## src/rtl/wb_stage.sv

```systemverilog
// Registered write-back stage: selects ALU / load / PC+4 / immediate results and
// waits on a variable-latency LSU response for loads, with flush and load timeout.
module wb_stage #(
  parameter int XLEN       = 32,
  parameter int NREG       = 32,
  parameter int LD_TIMEOUT = 16,
  localparam int AW        = $clog2(NREG),
  localparam int OW        = $clog2(XLEN / 8)
) (
  input  logic            clk_i,
  input  logic            rst_i,
  input  logic            flush_i,
  input  logic            valid_i,
  output logic            ready_o,
  input  logic [1:0]      wb_sel_i,
  input  logic [XLEN-1:0] alu_data_i,
  input  logic [XLEN-1:0] pc_four_i,
  input  logic [XLEN-1:0] imm_i,
  input  logic [AW-1:0]   rd_addr_i,
  input  logic            rd_wren_i,
  input  logic [1:0]      ld_size_i,
  input  logic            ld_unsigned_i,
  input  logic [OW-1:0]   ld_offset_i,
  input  logic            ld_valid_i,
  input  logic [XLEN-1:0] ld_data_i,
  output logic            rf_wren_o,
  output logic [AW-1:0]   rf_addr_o,
  output logic [XLEN-1:0] rf_data_o,
  output logic            ld_err_o
);

  localparam int CW = (LD_TIMEOUT < 2) ? 1 : $clog2(LD_TIMEOUT + 1);
  localparam logic [CW-1:0] TO_LAST = (LD_TIMEOUT == 0) ? '0 : CW'(LD_TIMEOUT - 1);

  localparam logic [1:0] SEL_ALU = 2'b00;
  localparam logic [1:0] SEL_LD  = 2'b01;
  localparam logic [1:0] SEL_PC4 = 2'b10;

  typedef enum logic {S_IDLE, S_WAIT_LD} state_t;

  state_t          state_q;
  logic [CW-1:0]   cnt_q;
  logic [AW-1:0]   ld_rd_q;
  logic            ld_wren_q;
  logic [1:0]      ld_size_q;
  logic            ld_uns_q;
  logic [OW-1:0]   ld_off_q;
  logic            rf_wren_q;
  logic [AW-1:0]   rf_addr_q;
  logic [XLEN-1:0] rf_data_q;
  logic            ld_err_q;

  logic [XLEN-1:0] wb_data_d;
  logic [XLEN-1:0] ld_data_d;
  logic [OW-1:0]   ld_aoff;
  logic [XLEN-1:0] ld_shift;
  logic            ld_sgn;
  int              ld_msb;

  assign ready_o   = (state_q == S_IDLE) && !rst_i;
  assign rf_wren_o = rf_wren_q;
  assign rf_addr_o = rf_addr_q;
  assign rf_data_o = rf_data_q;
  assign ld_err_o  = ld_err_q;

  always_comb begin
    wb_data_d = imm_i;
    case (wb_sel_i)
      SEL_ALU: wb_data_d = alu_data_i;
      SEL_PC4: wb_data_d = pc_four_i;
      default: wb_data_d = imm_i;
    endcase
  end

  // Align the field down to bit 0, then fill everything above its MSB with the sign or zero.
  always_comb begin
    ld_aoff = '0;
    ld_msb  = XLEN - 1;
    case (ld_size_q)
      2'b00: begin
        ld_aoff = ld_off_q;
        ld_msb  = 7;
      end
      2'b01: begin
        ld_aoff = ld_off_q & ~OW'(1);
        ld_msb  = 15;
      end
      2'b10: begin
        ld_aoff = (XLEN == 64) ? (ld_off_q & ~OW'(3)) : '0;
        ld_msb  = 31;
      end
      default: begin
        ld_aoff = '0;
        ld_msb  = XLEN - 1;
      end
    endcase
    ld_shift  = ld_data_i >> {ld_aoff, 3'b000};
    ld_sgn    = !ld_uns_q && ld_shift[ld_msb];
    ld_data_d = '0;
    for (int i = 0; i < XLEN; i++) begin
      ld_data_d[i] = (i <= ld_msb) ? ld_shift[i] : ld_sgn;
    end
  end

  always_ff @(posedge clk_i or posedge rst_i) begin
    if (rst_i) begin
      state_q   <= S_IDLE;
      cnt_q     <= '0;
      ld_rd_q   <= '0;
      ld_wren_q <= 1'b0;
      ld_size_q <= 2'b00;
      ld_uns_q  <= 1'b0;
      ld_off_q  <= '0;
      rf_wren_q <= 1'b0;
      rf_addr_q <= '0;
      rf_data_q <= '0;
      ld_err_q  <= 1'b0;
    end else begin
      rf_wren_q <= 1'b0;
      ld_err_q  <= 1'b0;
      case (state_q)
        S_IDLE: begin
          if (valid_i && !flush_i) begin
            if (wb_sel_i == SEL_LD) begin
              ld_rd_q   <= rd_addr_i;
              ld_wren_q <= rd_wren_i;
              ld_size_q <= ld_size_i;
              ld_uns_q  <= ld_unsigned_i;
              ld_off_q  <= ld_offset_i;
              cnt_q     <= '0;
              state_q   <= S_WAIT_LD;
            end else begin
              rf_addr_q <= rd_addr_i;
              rf_data_q <= wb_data_d;
              rf_wren_q <= rd_wren_i && (rd_addr_i != '0);
            end
          end
        end
        S_WAIT_LD: begin
          // Flush beats a coincident response; a response beats a coincident timeout.
          if (flush_i) begin
            state_q <= S_IDLE;
          end else if (ld_valid_i) begin
            rf_addr_q <= ld_rd_q;
            rf_data_q <= ld_data_d;
            rf_wren_q <= ld_wren_q && (ld_rd_q != '0);
            state_q   <= S_IDLE;
          end else if ((LD_TIMEOUT != 0) && (cnt_q == TO_LAST)) begin
            ld_err_q <= 1'b1;
            state_q  <= S_IDLE;
          end else begin
            cnt_q <= cnt_q + 1'b1;
          end
        end
        default: state_q <= S_IDLE;
      endcase
    end
  end

endmodule

```

## config.mk

```make
export PLATFORM = sky130hd
export DESIGN_NAME = wb_stage
export DESIGN_NICKNAME = d
export VERILOG_FILES = /design/src/rtl/wb_stage.sv
export SDC_FILE = /design/constraint.sdc
export NUM_CORES = 1
export LEC_CHECK = 0
export BUFFER_PORTS_ARGS = -buffer_cell sky130_fd_sc_hd__buf_2
export CAP_MARGIN = 15
export CELL_PAD_IN_SITES_DETAIL_PLACEMENT = 1
export CELL_PAD_IN_SITES_GLOBAL_PLACEMENT = 1
export CORE_UTILIZATION = 23
export DETAILED_ROUTE_END_ITERATION = 12
export PLACE_DENSITY_LB_ADDON = 0.12
export RECOVER_POWER = 100
export SYNTH_ARGS = -nofsm -noshare
export SYNTH_HDL_FRONTEND = slang
export SYNTH_SLANG_ARGS = --single-unit
```

## constraint.sdc

```tcl
create_clock -name clk_i -period 2.6 [get_ports clk_i]
set_input_delay 0.52 -clock clk_i [delete_from_list [all_inputs] [get_ports clk_i]]
set_output_delay 0.52 -clock clk_i [all_outputs]
set_load 0.02 [all_outputs]
```

==> results of run 1 <==
-- layer usage --
layer,GRT usage (%),vias up,part of all wire (%)
li1,-,1841,-
met1,20.73,1842,43
met2,28.54,110,51
met3,3.705,10,5.9
met4,3.584,2,0.83
met5,0,-,0.084
-- state kept, by name (all words and copies together) (netlist names) --
name       flops
rf_data_o     32
cnt_q          5
ld_rd_q        5
rf_addr_o      5
ld_off_q       2
ld_size_q      2
ld_err_o       1
ld_uns_q       1
ld_wren_q      1
rf_wren_o      1
state_q        1
-- power by group --
group	total [mW]	internal [mW]	leakage, nW	switching, mW
combinational	1.16	0.468	1.46	0.695
clock	0.709	0.362	0.0742	0.347
sequential	1.16	1.05	0.664	0.117
total	3.03	1.88	2.19	1.16
-- stage by stage --
step                area (µm²)  worst slack (ps)  hold slack (ps)  std cells
floorplan                 3800             588.2            480.2        406
global placement          5005             497.3            468.6        789
detailed placement        5005             476.4            473.9        789
CTS                       5152             490.3            277.4        797
global route              5071             168.2            455.8        797
finish                    5074             363.0            422.5        798
-- worst min-delay path by stage --
stage / startpoint / to / slack [ps] / cells after the start
floorplan: ld_wren_q$_DFFE_PP0P_ / rf_wren_o$_DFF_PP0_ / 480 / 2
global placement: rf_addr_o[3]$_DFFE_PP0P_ / rf_addr_o[3]$_DFFE_PP0P_ / 470 / 2
detailed placement: rf_addr_o[0]$_DFFE_PP0P_ / rf_addr_o[0]$_DFFE_PP0P_ / 470 / 2
CTS: rst_i / rf_data_o[13]$_DFFE_PP0P_ / 280 / 2
global route: ld_offset_i[1] / ld_off_q[1]$_DFFE_PP0P_ / 460 / 3
finish: rst_i / rf_data_o[13]$_DFFE_PP0P_ / 420 / 2
-- worst max-delay path, delay by kind of cell (launching register included) --
kind / cells / cell delay [ps]
simple gates: 3 / 470
compound gates: 2 / 430
flops: 1 / 700
buf+inv: 1 / 500
-- final cells by class --
cell class / instances / area, µm² / share of cell area (%)
tap: 216 / 270.3 / 5.327
multi-input combinational: 311 / 2233 / 44.02
sequential: 56 / 1401 / 27.62
clock inverter: 3 / 22.52 / 0.4439
inverter: 6 / 22.52 / 0.4439
timing repair buffer: 200 / 996.0 / 19.63
antenna: 1 / 2.502 / 0.04932
clock buffer: 5 / 125.1 / 2.466
-- synthesized netlist by cell type, drive strengths merged --
| cell type | n |
|---|---|
| a311oi | 1 |
| a211oi | 24 |
| o21a | 1 |
| clkbuf | 23 |
| nor2b | 3 |
| or4 | 2 |
| nand2b | 7 |
| dfrtp | 56 |
| and3 | 1 |
| nor4 | 2 |
| nor4b | 1 |
| o31ai | 1 |
| a2111oi | 2 |
| a21oi | 17 |
| or3 | 3 |
| xor2 | 1 |
| nor2 | 42 |
| a22o | 8 |
| a221o | 7 |
| inv | 6 |
| buf | 10 |
| nor3 | 34 |
| o22a | 1 |
| nand2 | 47 |
| o22ai | 1 |
| a22oi | 7 |
| o21ai | 12 |
| mux2i | 14 |
| nand3b | 1 |
| o2111ai | 1 |
| ha | 2 |
| o211ai | 1 |
| a32oi | 7 |
| nand3 | 1 |
| mux2 | 59 |
-- cell families (layout without fill, tap and decap cells) --
family	count (synthesis)	count (layout)	share of synthesized area (%)
AO/OA/AOI/OAI	91	91	19.43
adder cells (fa/ha/maj)	2	2	0.6584
AND/OR/NAND/NOR	144	144	17.16
other	0	1	0
flip-flops	56	56	36.88
buffers and inverters	39	214	4.478
multiplexers	73	73	21.17
XOR/XNOR	1	1	0.2305
==> summary.md, run 1 <==
| Metric | Value |
|---|---|
| Fmax | 447.0 MHz |
| Number of fillers in the final layout | 1982 |
| CTS tree | done |
| Fin crit share | 86.04% |
| Crit-path cells | nand2b_1 > o21ai_0 > nand2b_2 > clkbuf_4 > nor3_1 > a221o_1 |
| Synthesized Nets | 554 |
| Slew @ Worst Pin | 972.6 ps |
| Clock Tree Buf Depth | 2 |
| Commonest non-fill, non-tap cell in the layout | buf_2 |
| R2R Path Start | state_q$_DFF_PP0_ |
| Flops & latches, synth | 56 |
| Critical path class | reg -> reg |
| Final Hold Vio Count | 0 |
| Clk slew on worst S/H paths | 80 ps |
| Status | complete, no violations |
| Core area | 16000 µm² |
| Post-DRT Antenna Nets | 0 |
| Cell Area, Synth | 3800 µm² |
| First-pass GRT wire length | 20850 µm |
| Slew Viols, Final | 0 |
| DR iter-0 viols | 98 |
| Worst Setup EP | rf_data_o[5]$_DFFE_PP0P_ |
| RSZ-0062 raised after global routing | no |
| CP startpoint | state_q$_DFF_PP0_ |
| Post-DP HPWL | 11290 µm |
| Area leader, netlist | dfrtp_1 |
| Yosys warning total | 0 |
| Initial antenna violation count | 2 |
| Fin crit period | 2237 ps |
| Initial Util | 23.75% |
| Worst Hold Class | in -> async |
| Wire per inst | 17.96 µm |
| Syn_area_per_cell | 9.359 µm² |
| Crit path max-delay cell type | dfrtp_1 |
| Most frequent cells in the layout | buf_2 (146), mux2_2 (59), dfrtp_1 (56) |
| Sink Count | 56 |
| Cell Rows | 46 |
| Pwr dens | 598.1 nW/µm² |
| Layout area overhead | 33.52% |
| Kind of end point of the critical path | register |
| H-tree depth | 2 |
| Max VDD drop | 286.7 µV |
| Worst reg2reg endpoint | rf_data_o[5]$_DFFE_PP0P_ |
| Max-Cap Viols | 0 |
| Largest net degree at the start of global routing | 49 |
| Cells on worst reg2reg path | 6 |
| Clk Latency, worst-skew pair | 300 ps |
| Vias in the first global route | 3768 |
| Hold buffer count at CTS | 0 |
| Vias per Instance | 4.768 |
| Die height | 130.5 µm |
| Synth unique cells | 43 |
| Sequential share of the synthesized area | 36.88% |
| Relative slew slack | 35.16% |
| Max FO, Critical Path | 48 |
| PortBufs | 185 |
| Reg-to-reg setup timing slack | 360 ps |
| Worst setup SP type | register |
| Die Wd | 130.5 µm |
| GPL Wtd Cong | 0.8042 |
| Finish-stage setup viols | 0 |
| TritonRoute pass-1 iters | 4 |
| Post-CTS sizing | 0 |
| TNS Setup | 0 ps |
| Total Power | 3.035 mW |
| Gr ovfl total | 0 |
| Nets | 728 |
| DRC | 0 |
| Vias | 3805 |
| Setup Fix Bufs, Post-CTS | 0 |
| Total GRT Usage | 16.44% |
| Syn Inst Count | 406 |
| Io pins | 186 |
| Clock skew | 5.673 ps |
| CP arrival | 2430 ps |
| Die ar. | 17040 µm² |
| CP peak stage delay | 700 ps |
| Top post-synthesis cells by area | dfrtp_1 (37%), mux2_2 (17%), nand2_1 (4.6%), nor3_1 (4.3%), nor2_1 (4.1%) |
| Fin util | 31.71% |
| Leakage | 2.195 nW |
| Clock Root Buffer | clkbuf_16 |
| Yosys top cell area share | 36.88% |
| Total CTS buffers | 5 |
| Critical path required time | 2790 ps |
| Drt total wl | 14330 µm |
| Share of cells above drive strength 1 | 42.00% |
(Power assumes the default switching activity.)
==> run 2, diff against run 1 <==
CORE_UTILIZATION = 34   (was 23)
SLEW_MARGIN = 20   (was default)
==> summary.md, run 2 (synthesis results as in run 1) <==
| Metric | Value |
|---|---|
| Initial antenna violation count | 0 |
| Cell Rows | 38 |
| CP startpoint | wb_sel_i[1] |
| Slew Viols, Final | 0 |
| Non-filler cells, final | 722 |
| Clk slew on worst S/H paths | 100 ps |
| Most frequent cells in the layout | buf_2 (145), mux2_2 (59), dfrtp_1 (56) |
| Largest net degree at the start of global routing | 57 |
| Clk Latency, worst-skew pair | 310 ps |
| Leakage | 2.173 nW |
| Hold buffer count at CTS | 0 |
| Vias in the first global route | 4077 |
| Total CTS buffers | 5 |
| R2R Path Start | ld_size_q[0]$_DFFE_PP0P_ |
| DRC | 0 |
| DR iter-0 viols | 99 |
| Layout area overhead | 28.88% |
| Die height | 107.7 µm |
| Worst Hold Class | in -> reg |
| Initial Util | 35.05% |
| Clock skew | 6.621 ps |
| Status | complete, no violations |
| Max reg flops | 32 |
| Total GRT Usage | 22.85% |
| Vias | 3865 |
| Number of fillers in the final layout | 1369 |
| Pwr dens | 587.1 nW/µm² |
| Kind of end point of the critical path | register |
| First-pass GRT wire length | 20530 µm |
| Vias per Instance | 5.353 |
| Worst setup SP type | input port |
| Io pins | 186 |
| Critical path class | in -> reg |
| Finish-stage setup viols | 0 |
| RSZ-0062 raised after global routing | no |
| Post-CTS sizing | 0 |
| Clock Tree Buf Depth | 2 |
| Max FO, Critical Path | 16 |
| Post-DP HPWL | 10370 µm |
| TritonRoute pass-1 iters | 4 |
| Drt total wl | 13100 µm |
| Setup Fix Bufs, Post-CTS | 0 |
| Core area | 10840 µm² |
| H-tree depth | 2 |
| TNS Setup | 0 ps |
| PortBufs | 185 |
| Total Power | 2.875 mW |
| Gr ovfl total | 0 |
| Cells on worst reg2reg path | 7 |
| Area after DPL | 4916 µm² |
| Share of cells above drive strength 1 | 40.38% |
| Relative slew slack | 3.429% |
| Commonest non-fill, non-tap cell in the layout | buf_2 |
| CTS tree | done |
| Reg-to-reg setup timing slack | 370 ps |
| Max-Cap Viols | 0 |
| DP Cell Count | 714 |
| Post-DRT Antenna Nets | 0 |
| Critical path required time | 2800 ps |
| Worst reg2reg endpoint | rf_data_o[9]$_DFFE_PP0P_ |
| Antenna diodes | 0 |
| Max VDD drop | 283.4 µV |
| CP arrival | 2490 ps |
| Sink Count | 56 |
| Fin crit share | 88.16% |
| Worst Setup EP | ld_size_q[1]$_DFFE_PP0P_ |
| GPL Wtd Cong | 0.8186 |
| Die ar. | 11600 µm² |
| Slew @ Worst Pin | 1449 ps |
| Clock Root Buffer | clkbuf_8 |
| Fin crit period | 2292 ps |
| Final Instance Area | 4897 µm² |
| Die Wd | 107.7 µm |
| Fmax | 436.2 MHz |
| Final Hold Vio Count | 0 |
| Wire per inst | 18.15 µm |
| Nets | 729 |
[run 2: changes by cell type in the layout (fill, tap and decap cells not counted), moves of 2 or more]
cell,before,now
a211oi_2,10,4
buf_4,11,9
clkbuf_2,1,4
clkbuf_16,5,0
a211oi_1,14,20
clkbuf_8,0,5
clkbuf_1,40,42
[run 2: metrics by stage]
stage               setup slack [ps]  utilization, %  hold slack [ps]
finish                         307.7           45.18            406.3
global route                   139.0           45.18            419.2
CTS                            411.3           46.34            273.4
detailed placement             427.6           45.35            470.8
global placement               453.8           45.35            468.4
floorplan                      588.2               -            480.2
[run 2: worst max-delay path: stages]
cell and delay, ps:
buf_2 130, clkbuf_2 280, nand2b_1 280, nor3_1 200, clkbuf_1 660, mux2_2 410
[run 2: area by class of cell]
class / count / area [µm²] / share of cell area (%)
multi-input cells: 311 / 2183 / 44.58
flip-flops and latches: 56 / 1401 / 28.62
repair buffers: 201 / 1007 / 20.57
well taps: 140 / 175.2 / 3.577
clock buffers: 6 / 72.57 / 1.482
clock inverters: 2 / 35.03 / 0.7154
inverters: 6 / 22.52 / 0.4599
[run 2: power by group]
part / switching, mW / total [mW] / internal, mW
logic: 0.668 / 1.13 / 0.457
clock network: 0.290 / 0.577 / 0.287
registers: 0.127 / 1.17 / 1.05
[run 2: worst min-delay path by stage]
stage,endpoint,cells past startpoint,from
after global routing,ld_err_o$_DFF_PP0_,2,ld_valid_i
final,ld_err_o$_DFF_PP0_,2,ld_valid_i
after detailed placement,rf_addr_o[4]$_DFFE_PP0P_,2,rf_addr_o[4]$_DFFE_PP0P_
after floorplan,rf_wren_o$_DFF_PP0_,2,ld_wren_q$_DFFE_PP0P_
after CTS,rf_data_o[17]$_DFFE_PP0P_,3,rst_i
after global placement,rf_addr_o[1]$_DFFE_PP0P_,2,rf_addr_o[1]$_DFFE_PP0P_
[run 2: routing by layer]
metal	up-vias	part of all wire [%]	wire length (µm)	GRT usage [%]
met5	-	0	0	0
met4	0	1.1	150	4.207
met3	11	5.5	720	3.692
met2	110	53	6934	43.68
met1	1904	40	5296	26.61
li1	1840	-	-	-
